**config.mk**
```make
export PLATFORM = sky130hd
export DESIGN_NAME = sipo_frame_rx
export DESIGN_NICKNAME = d
export VERILOG_FILES = /design/src/rtl/sipo_frame_pkg.sv /design/src/rtl/word_hold_reg.sv /design/src/rtl/sipo_frame_rx.sv
export SDC_FILE = /design/constraint.sdc
export NUM_CORES = 1
export LEC_CHECK = 0
export CELL_PAD_IN_SITES_DETAIL_PLACEMENT = 0
export CELL_PAD_IN_SITES_GLOBAL_PLACEMENT = 1
export CORE_AREA = 2 2 57 59
export DETAILED_ROUTE_END_ITERATION = 7
export DIE_AREA = 0 0 59 61
export GPL_ROUTABILITY_DRIVEN = 0
export GPL_TIMING_DRIVEN = 0
export PLACE_DENSITY_LB_ADDON = 0.1
export RECOVER_POWER = 25
export SLEW_MARGIN = 40
export SYNTH_ARGS = -nofsm -noshare
export SYNTH_HDL_FRONTEND = slang
export SYNTH_HIERARCHICAL = 1
export SYNTH_SLANG_ARGS = --single-unit
```
**constraint.sdc**
```tcl
create_clock -name clk -period 1.9 [get_ports clk]
set_input_delay 0.57 -clock clk [delete_from_list [all_inputs] [get_ports clk]]
set_output_delay 0.57 -clock clk [all_outputs]
set_load 0.05 [all_outputs]
```
**src/rtl/sipo_frame_pkg.sv**
```systemverilog
// Shared types and defaults for the serial frame receiver.
// Holds the receiver state encoding and the counter-width helper.
package sipo_frame_pkg;

    typedef enum logic {
        HUNT = 1'b0,
        LOCK = 1'b1
    } state_t;

    localparam int          DEF_N         = 8;
    localparam logic [7:0]  DEF_SYNC_WORD = 8'hA5;
    localparam int          DEF_FRAME_LEN = 4;

    // Counter width for a count of n states; never narrower than one bit.
    function automatic int cnt_w(input int n);
        return (n <= 2) ? 1 : $clog2(n);
    endfunction

endpackage

```
**src/rtl/word_hold_reg.sv**
```systemverilog
// Single-entry valid/ready holding register with a drop-on-full overflow pulse.
// A load on the same edge as a consume replaces the held word without loss.
module word_hold_reg #(
    parameter int W = 9
) (
    input  logic         clk,
    input  logic         reset,
    input  logic         load,
    input  logic [W-1:0] load_data,
    input  logic         out_ready,
    output logic [W-1:0] out_data,
    output logic         out_valid,
    output logic         accept,
    output logic         overflow
);

    logic room;

    assign accept = out_valid && out_ready;
    assign room   = !out_valid || out_ready;

    always_ff @(posedge clk or posedge reset) begin
        if (reset) begin
            out_data  <= '0;
            out_valid <= 1'b0;
            overflow  <= 1'b0;
        end else begin
            overflow <= load && !room;
            if (load && room) begin
                out_data  <= load_data;
                out_valid <= 1'b1;
            end else if (accept) begin
                out_valid <= 1'b0;
            end
        end
    end

endmodule

```
**src/rtl/sipo_frame_rx.sv**
```systemverilog
// Serial frame receiver: hunts for a sync word, then assembles FRAME_LEN
// N-bit words (MSB first) and hands them to a one-entry output register.
module sipo_frame_rx
    import sipo_frame_pkg::*;
#(
    parameter int           N         = DEF_N,
    parameter logic [N-1:0] SYNC_WORD = N'(DEF_SYNC_WORD),
    parameter int           FRAME_LEN = DEF_FRAME_LEN
) (
    input  logic         clk,
    input  logic         reset,
    input  logic         data_in,
    input  logic         bit_en,
    output logic [N-1:0] out_data,
    output logic         out_valid,
    input  logic         out_ready,
    output logic         out_last,
    output logic         locked,
    output logic         overflow
);

    localparam int BC_W = cnt_w(N);
    localparam int WC_W = cnt_w(FRAME_LEN);

    state_t          state, state_nxt;
    logic [N-1:0]    window, window_nxt, shifted;
    logic [BC_W-1:0] bit_cnt, bit_cnt_nxt;
    logic [WC_W-1:0] word_cnt, word_cnt_nxt;
    logic            word_done, word_last;
    logic [N:0]      hold_q;
    logic            accept_unused;

    assign shifted = {window[N-2:0], data_in};
    assign locked  = (state == LOCK);

    always_ff @(posedge clk or posedge reset) begin
        if (reset) begin
            state    <= HUNT;
            window   <= '0;
            bit_cnt  <= '0;
            word_cnt <= '0;
        end else begin
            state    <= state_nxt;
            window   <= window_nxt;
            bit_cnt  <= bit_cnt_nxt;
            word_cnt <= word_cnt_nxt;
        end
    end

    always_comb begin
        state_nxt    = state;
        window_nxt   = window;
        bit_cnt_nxt  = bit_cnt;
        word_cnt_nxt = word_cnt;
        word_done    = 1'b0;
        word_last    = 1'b0;
        if (bit_en) begin
            case (state)
                HUNT: begin
                    // Window is never cleared on mismatch so overlapping syncs are found.
                    if (shifted == SYNC_WORD) begin
                        state_nxt    = LOCK;
                        window_nxt   = '0;
                        bit_cnt_nxt  = '0;
                        word_cnt_nxt = '0;
                    end else begin
                        window_nxt = shifted;
                    end
                end
                LOCK: begin
                    window_nxt = shifted;
                    if (bit_cnt == BC_W'(N - 1)) begin
                        word_done   = 1'b1;
                        word_last   = (word_cnt == WC_W'(FRAME_LEN - 1));
                        bit_cnt_nxt = '0;
                        if (word_last) begin
                            state_nxt    = HUNT;
                            window_nxt   = '0;
                            word_cnt_nxt = '0;
                        end else begin
                            word_cnt_nxt = word_cnt + WC_W'(1);
                        end
                    end else begin
                        bit_cnt_nxt = bit_cnt + BC_W'(1);
                    end
                end
                default: state_nxt = HUNT;
            endcase
        end
    end

    word_hold_reg #(.W(N + 1)) u_hold (
        .clk       (clk),
        .reset     (reset),
        .load      (word_done),
        .load_data ({shifted, word_last}),
        .out_ready (out_ready),
        .out_data  (hold_q),
        .out_valid (out_valid),
        .accept    (accept_unused),
        .overflow  (overflow)
    );

    assign out_data = hold_q[N:1];
    assign out_last = hold_q[0];

endmodule

```
==> impl_metrics.tcl <==
set metrics [dict create \
    p_leak_nw 0.742 \
    finalSetupViolations 0 \
    clockBufferDepth 2 \
    layout.nets 122 \
    routed_via_density 5.22 \
    die-area_sq_um 3600 \
    total_power_mw 1.37 \
    die_y_um 61 \
    hold_class "reg2reg" \
    synth_nets 101 \
    antenna_found_initial 0 \
    cts_tree "done" \
    cts_inserted_buffers 3 \
    synth_area_per_cell_sq_um 12.9 \
    power.density_nw_per_um2 982 \
    p_int_uw 882 \
    regArea_sq_um 601 \
    wl_per_cell_um 14.3 \
    htreeDepth 1 \
    grtUsageTotal 0.136 \
    end_kind "output port" \
    core_sq_um 2950 \
    first_iter_violations 8 \
    layout_common_cells "dfrtp_1 (24), dlygate4sd2_1 (12), mux2_4 (9), inv_1 (7), nand2_1 (6)" \
    slew_viol_final 0 \
    whs_path_depth 1 \
    worstSkewPairLatency_ns 0.30 \
    final_common_cell "dfrtp_1" \
    crit_path_max_fanout 2 \
    clock_skew_ns 0.00193 \
    combPwrFrac 0.332 \
    die_w_um 59 \
    busiest_layer "met2" \
    reg2reg_to "u_hold/out_data[2]" \
    ys_warn_count 6 \
    relSlewSlack 0.649 \
    multiInputGateArea_sq_um 536 \
    pin_count 17 \
    swShare 0.358 \
    timing.critical_path.cells "dlygate4sd2_1" \
    synth_area_sq_um 1170 \
    antenna_cells 0 \
    crit_path_top_delay_cell "dlygate4sd2_1" \
    cts.reportedPaths.clkPinSlew_ns 0.12 \
    met1_usage 0.171 \
    min_from "u_hold/out_data[8]" \
    whs_endpoint "u_hold/out_data[8]" \
    peakVddDrop_v 0.000273 \
    power.switching_uw 491 \
    vias 751 \
    hold_viol_final 0 \
    period_minus_slack_ns 1.82 \
    layout-drive-gt1-share 0.216 \
    clkPwrFrac 0.190 \
    maxCapViolCount 0 \
    portBuffers 16 \
    cts_sinks 24 \
    rsz0062_at_grt "no" \
    fillers 282 \
    drc_errors 0 \
    timing.rr.start "bit_cnt[0]" \
    grt_max_degree 14 \
    ant_nets 0 \
    initial_core_util 0.397 \
    syn_to_final_growth_pct 19.1 \
    grtUsageMet3 0.0256 \
    fin_crit_sh 0.959 \
    rows 20 \
    cp-start-kind "register" \
    final_util 0.473 \
    cts_root_buf "clkbuf_4" \
    worstPathArrival_ns 1.25 \
    hpwl_um 1560 \
    worst_pin_slew_ns 0.527 \
    grt_pass1_wl_um 3620 \
    fmax_mhz 549 \
    grt_pass1_vias 772 \
    seq_power_share 0.478 \
    required_ns 1.33 \
    path_buf_inv 1 \
    r2r_slack_ns 0.22 \
    wl_um 2060 \
    slowest_delay_ns 0.54 \
    first_pass_iters 4 \
    r2r_cells 5 \
    gr-total-overflow 0 \
    status "finished, final reports clean" \
    synth_cells 91 \
    critPathKind "reg2out" \
    cp_top_family "buffers and inverters" \
    gr-usage-met2 0.230 \
]
## registers in the layout (all words and copies together) (netlist names)
register,flops
u_hold/overflow,1
locked,1
bit_cnt,3
u_hold/out_data,9
word_cnt,2
u_hold/out_valid,1
window,7
## routing by layer
layer  part of all wire  vias up
li1                   -      368
met1               0.47      372
met2               0.49        9
met3              0.026        2
met4             0.0083        0
met5                  0        -
## power groups by stage
| stage | clock (mW) | sequential [mW] | combinational, mW |
|---|---|---|---|
| floorplan | 0 | 0.826 | 0.186 |
| global placement | 0 | 0.664 | 0.493 |
| detailed placement | 0 | 0.670 | 0.494 |
| CTS | 0.281 | 0.657 | 0.462 |
| global route | 0.299 | 0.667 | 0.491 |
| finish | 0.261 | 0.656 | 0.456 |
## timing repair
action | CTS | global route
endpoints found under the setup margin | 12 | 7
pin swaps | 0 | 0
gates resized for setup | 12 | 1
buffers inserted | 0 | 0
hold buffers | 0 | 0
## final cells by class
cell class,count,share of cell area
Clock buffer,4,0.0260
Buffer,2,0.00627
Tap cell,33,0.0295
Multi-Input combinational cell,57,0.383
Inverter,8,0.0215
Timing Repair Buffer,16,0.104
Sequential cell,24,0.430
## worst max path at each step
stage                                 from                  to  slack [ns]  cells past startpoint
after detailed placement            bit_en  u_hold/out_data[2]       -0.28                      4
after CTS                 u_hold/out_valid           out_valid        0.06                      1
final                     u_hold/out_valid           out_valid        0.08                      1
after global routing      u_hold/out_valid           out_valid        0.01                      1
after floorplan                     locked  u_hold/out_data[0]        0.13                      4
after global placement              bit_en  u_hold/out_data[3]       -0.27                      4
## per-stage QoR
step / hold slack [ns] / cell area (sq um) / cells / setup WS (ns) / TNS (ns)
after detailed placement: 0.496 / 1380 / 140 / -0.280 / -2.50
after floorplan: 0.422 / 1170 / 91 / 0.131 / 0
final: 0.520 / 1400 / 144 / 0.0774 / 0
after global placement: 0.494 / 1380 / 140 / -0.267 / -2.52
after CTS: 0.525 / 1400 / 144 / 0.0567 / 0
after global routing: 0.539 / 1400 / 144 / 0.0134 / 0
Power figures use the tool's default switching activity.
